<file path="src/rtl/bp_table_ctrl.sv">
// Branch prediction table controller.
// Owns a 2^HIST_BITS entry table of 2-bit saturating counters and the global
// branch history register (BHR). After reset it fills every entry with
// INIT_CTR, one entry per cycle, and then serves gshare lookups. It keeps up
// to QDEPTH in-flight predictions, trains the counters as decode resolves
// branches in order, and repairs the BHR on a mispredict.
//
// Ports:
//   clock, resetn        clock and asynchronous active-low reset
//   ready                table initialised (state RUN)
//   lookup_valid/_pc     fetch lookup request and low PC bits
//   lookup_ready         lookup can be accepted (ready and queue not full)
//   predict_valid/_taken registered prediction, one cycle after acceptance
//   resolve_valid/_taken decode resolves the oldest in-flight branch
//   mispredict           combinational: resolve outcome differs from the head
//   resolve_err          sticky: a resolve arrived with nothing in flight
//   mispred_count        saturating mispredict count
module bp_table_ctrl #(
  parameter int         HIST_BITS = 4,
  parameter logic [1:0] INIT_CTR  = 2'b01,
  parameter int         QDEPTH    = 4
) (
  input  logic                 clock,
  input  logic                 resetn,
  output logic                 ready,
  input  logic                 lookup_valid,
  input  logic [HIST_BITS-1:0] lookup_pc,
  output logic                 lookup_ready,
  output logic                 predict_valid,
  output logic                 predict_taken,
  input  logic                 resolve_valid,
  input  logic                 resolve_taken,
  output logic                 mispredict,
  output logic                 resolve_err,
  output logic [15:0]          mispred_count
);
  localparam int ENTRIES = 1 << HIST_BITS;
  localparam int QW      = $clog2(QDEPTH);

  typedef enum logic {INIT, RUN} state_t;

  typedef struct packed {
    logic [HIST_BITS-1:0] idx;
    logic                 pred;
    logic [HIST_BITS-1:0] bhr;
  } qent_t;

  state_t               state, state_nx;
  logic [HIST_BITS-1:0] init_idx, bhr, idx;
  logic [1:0]           bpt [ENTRIES];
  qent_t                q [QDEPTH];
  qent_t                head;
  logic [QW-1:0]        wr_ptr, rd_ptr;
  logic [QW:0]          q_cnt;
  logic                 q_full, q_empty, res_act, pop, accept, push;
  logic [1:0]           head_ctr, upd_ctr, rd_ctr;

  // ---- FSM ----
  always_ff @(posedge clock or negedge resetn) begin
    if (!resetn) state <= INIT;
    else         state <= state_nx;
  end

  always_comb begin
    state_nx = state;
    if (state == INIT && (&init_idx)) state_nx = RUN;
  end

  // ---- datapath control ----
  assign ready        = (state == RUN);
  assign q_full       = (q_cnt == (QW+1)'(QDEPTH));
  assign q_empty      = (q_cnt == '0);
  assign lookup_ready = ready && !q_full;
  assign accept       = lookup_valid && lookup_ready;
  assign res_act      = ready && resolve_valid;
  assign pop          = res_act && !q_empty;
  assign head         = q[rd_ptr];
  assign head_ctr     = bpt[head.idx];
  assign mispredict   = pop && (head.pred != resolve_taken);
  // A lookup that coincides with a mispredict is on the wrong path.
  assign push         = accept && !mispredict;
  assign idx          = bhr ^ lookup_pc;

  always_comb begin
    upd_ctr = head_ctr;
    if (resolve_taken) begin
      if (head_ctr != 2'b11) upd_ctr = head_ctr + 2'b01;
    end else begin
      if (head_ctr != 2'b00) upd_ctr = head_ctr - 2'b01;
    end
  end

  // Resolve is ordered before the lookup: forward the counter being written.
  always_comb begin
    rd_ctr = bpt[idx];
    if (pop && head.idx == idx) rd_ctr = upd_ctr;
  end

  // ---- storage (no reset: filled by INIT / written before read) ----
  always_ff @(posedge clock) begin
    if (state == INIT) bpt[init_idx] <= INIT_CTR;
    else if (pop)      bpt[head.idx] <= upd_ctr;
  end

  always_ff @(posedge clock) begin
    if (push) q[wr_ptr] <= '{idx: idx, pred: rd_ctr[1], bhr: bhr};
  end

  // ---- control state ----
  always_ff @(posedge clock or negedge resetn) begin
    if (!resetn) begin
      init_idx      <= '0;
      bhr           <= '0;
      wr_ptr        <= '0;
      rd_ptr        <= '0;
      q_cnt         <= '0;
      predict_valid <= 1'b0;
      predict_taken <= 1'b0;
      resolve_err   <= 1'b0;
      mispred_count <= '0;
    end else begin
      if (state == INIT) init_idx <= init_idx + 1'b1;

      // BHR repair wins over speculation; on a mispredict push is already 0.
      if (mispredict)  bhr <= {head.bhr[HIST_BITS-2:0], resolve_taken};
      else if (push)   bhr <= {bhr[HIST_BITS-2:0], rd_ctr[1]};

      if (mispredict) begin
        rd_ptr <= wr_ptr;
        q_cnt  <= '0;
      end else begin
        if (push) wr_ptr <= wr_ptr + 1'b1;
        if (pop)  rd_ptr <= rd_ptr + 1'b1;
        case ({push, pop})
          2'b10:   q_cnt <= q_cnt + 1'b1;
          2'b01:   q_cnt <= q_cnt - 1'b1;
          default: q_cnt <= q_cnt;
        endcase
      end

      predict_valid <= push;
      if (push) predict_taken <= rd_ctr[1];

      if (res_act && q_empty) resolve_err <= 1'b1;
      if (mispredict && mispred_count != 16'hFFFF) mispred_count <= mispred_count + 16'd1;
    end
  end

endmodule

</file>
<file path="config.mk">
export PLATFORM = sky130hd
export DESIGN_NAME = bp_table_ctrl
export DESIGN_NICKNAME = d
export VERILOG_FILES = /design/src/rtl/bp_table_ctrl.sv
export SDC_FILE = /design/constraint.sdc
export NUM_CORES = 1
export LEC_CHECK = 0
export CAP_MARGIN = 30
export CELL_PAD_IN_SITES_DETAIL_PLACEMENT = 2
export CELL_PAD_IN_SITES_GLOBAL_PLACEMENT = 2
export CORE_MARGIN = 2
export CORE_UTILIZATION = 42
export CTS_CLUSTER_DIAMETER = 100
export CTS_CLUSTER_SIZE = 10
export DETAILED_ROUTE_END_ITERATION = 12
export PLACE_DENSITY = 0.9
export SLEW_MARGIN = 30
export SYNTH_ARGS = -nofsm -noshare
export SYNTH_HDL_FRONTEND = slang
export SYNTH_SLANG_ARGS = --single-unit
export TNS_END_PERCENT = 5
</file>
<file path="constraint.sdc">
create_clock -name clock -period 4.2 [get_ports clock]
set_input_delay 1.26 -clock clock [delete_from_list [all_inputs] [get_ports clock]]
set_output_delay 1.26 -clock clock [all_outputs]
set_load 0.02 [all_outputs]
</file>
==> results_dict.tcl <==
set metrics [dict create \
    report.final.slew_viol_count 0 \
    detailed_place.area_sq_um 5010 \
    grt.total_usage 0.219 \
    slew_headroom 0.432 \
    synthTopCellsByArea "edfxtp_1 (42%), dfrtp_1 (19%), mux2i_1 (7.5%), mux4_2 (6.9%), xnor2_1 (4.0%)" \
    arrival_ns 2.76 \
    grt_overflow 0 \
    grt_max_degree 36 \
    layout_commonest_cell "edfxtp_1" \
    layout-drive-gt1-share 0.137 \
    clkLatencyLatePin_ns 0.39 \
    syn_nets 339 \
    ys_warn_count 0 \
    skew_ns 0.0244 \
    clk_pin_slew_worst_paths_ns 0.09 \
    fmax_mhz 249 \
    path_class "input pin to primary output" \
    die_x_microns 108 \
    p_total_mw 3.82 \
    cts_htree_levels 3 \
    worst-path-max-fanout 3 \
    clock-sinks 99 \
    finalCriticalPeriod_ns 4.02 \
    ys_seq_elements 99 \
    n_antenna_cell 0 \
    slowest_stage "clkdlybuf4s50_1" \
    ys_seq_area_frac 0.614 \
    slowest_delay_ns 0.51 \
    firstDrtPassIters 4 \
    cp-start-kind "input pin" \
    num_rows 38 \
    fin_nets 376 \
    grt_pass1_vias 3181 \
    routedWlPerCell_microns 23.4 \
    ant_nets 0 \
    synthFlopType "edfxtp_1" \
    ys_types 39 \
    die_y_microns 108 \
    synth_area_leader_cell "edfxtp_1" \
    setup_total_negative_slack_ns 0 \
    ctsHoldBuffers 0 \
    port_buffers 30 \
    vias 2761 \
    synth.top_cell.area_share 0.422 \
    cts_resized 1 \
    drt-initial-drc-count 152 \
    grt_pass1_wl_mm 18.5 \
    min_path_type "flop to flop" \
    maxCapViolations 0 \
    worstPathCellList "clkdlybuf4s50_1 -> nand2_1 -> or2_2 -> nor2_1 -> dlygate4sd2_1" \
    p_per_area_nw_per_um2 729 \
    cts_root_buf "clkbuf_8" \
    cts_buffers 9 \
    finalHoldViolations 0 \
    cts_tree "built" \
    synth_edf_count 64 \
    worst-path-buf-inv 2 \
    core_area_sq_um 10700 \
    total_leakage_power_nw 1.98 \
    die-area_sq_um 11700 \
    outcome "complete, no violations" \
    crit_family "buffers and inverters" \
    antenna_found_initial 0 \
    hpwlAfterDp_mm 8.33 \
    end_kind "primary output" \
    rsz0062_at_grt "false" \
    setup_viol 0 \
    place_ws_ns -0.0830 \
    initial_utilization 0.426 \
    ir_worst_vdd_mv 0.316 \
    area_growth_pct 14.9 \
    netlist_area_sq_um 4560 \
    avgSynthCellArea_sq_um 14.1 \
    async_reset_ff_frac 0.354 \
    period_share 0.956 \
    gp_congestion 0.820 \
    tightestPinTransition_ns 0.852 \
    netlist_instances 323 \
    via_per_inst 5.47 \
    cts_setup_buffers 0 \
    final_area_sq_um 5240 \
    cp_data_required_time_ns 2.94 \
    clock_path_buffers 2 \
    setup_slack_ns 0.184 \
    layout_common_cells "edfxtp_1 (64), nand2_1 (39), dfrtp_1 (35)" \
    drc 0 \
    num_io_pins 31 \
    routed_wl_mm 11.8 \
]
==> logic make-up after synthesis <==
family | Yosys count | share of synthesized area
AO/OA/AOI/OAI | 22 | 0.0338
XOR/XNOR | 28 | 0.0538
multiplexers | 54 | 0.159
AND/OR/NAND/NOR | 91 | 0.0904
flip-flops | 99 | 0.614
buffers and inverters | 20 | 0.0236
adder cells (fa/ha/maj) | 9 | 0.0255
==> cell type report <==
| class | instances | area (sq um) |
|---|---|---|
| inverter | 7 | 26.3 |
| sequential | 99 | 2800 |
| tap | 140 | 175 |
| clock buffer | 9 | 124 |
| multi-input combinational | 204 | 1650 |
| timing repair buffer | 39 | 362 |
| clock inverter | 7 | 100 |
| fill | 1016 | 5460 |
==> registers in the layout, summed over array words and instances, names as in the netlist, 2 cells and up <==
register       cells
q                 32
rd_ptr             2
init_idx           4
mispred_count     16
bpt               32
bhr                4
wr_ptr             2
q_cnt              3
==> cell usage after synthesis, types with 2 or more instances <==
master    count
mux2i_1      34
buf_1         2
inv_1         7
o31a_1        2
ha_1          6
nand2_1      39
nor2b_1       2
and2_1        6
a31o_2        2
and3_1        3
nor2_1       23
nand3_1       8
xor2_1        7
mux2_2        5
nand4_1       4
buf_2         2
edfxtp_1     64
a21oi_1       4
dfrtp_1      35
o21ai_0       8
buf_6         4
mux4_2       14
xnor2_1      21
clkbuf_1      5
and4_1        2
==> power by group <==
group | switching, mW | total, mW | internal (mW)
Sequential | 0.169 | 1.53 | 1.36
Combinational | 0.931 | 1.59 | 0.658
Clock | 0.357 | 0.697 | 0.340
==> stage by stage <==
step	hold WS, ns	instances	util
final	0.500	505	0.489
after global routing	0.521	505	0.489
after floorplan	0.486	323	-
after detailed placement	0.459	489	0.469
after CTS	0.511	505	0.489
after global placement	0.469	489	0.469
==> worst paths after layout <==
check | start | endpoint | slack (ns) | depth (start not counted)
worst min-delay path | resolve_err | resolve_err | 0.50 | 1
worst max register to register | rd_ptr[0] | bpt[12][0] | 0.77 | 8
worst max-delay path | resolve_valid | mispredict | 0.18 | 5
max in group asynchronous | resetn | mispred_count[5] | 2.69 | 1
min in group asynchronous | resetn | bhr[1] | 0.95 | 1
worst min register to register | resolve_err | resolve_err | 0.50 | 1
==> per-layer routing <==
metal  part of all wire  GRT usage  vias to the layer above
met5                  0          0                        -
met4              0.014     0.0751                        0
met3              0.026     0.0428                       12
met2               0.53      0.383                       45
met1               0.43      0.272                     1455
li1                   -          -                     1249
==> worst register-to-register path, cell delays in order (launching register included) <==
cell and delay, ns:
dfrtp_1 0.65, mux4_2 0.87, mux2i_1 0.24, mux2i_1 0.11, mux2i_1 0.22, mux2_2 0.22, inv_1 0.05, maj3_1 0.36
nand2_1 0.41
Power figures use the tool's default switching activity.
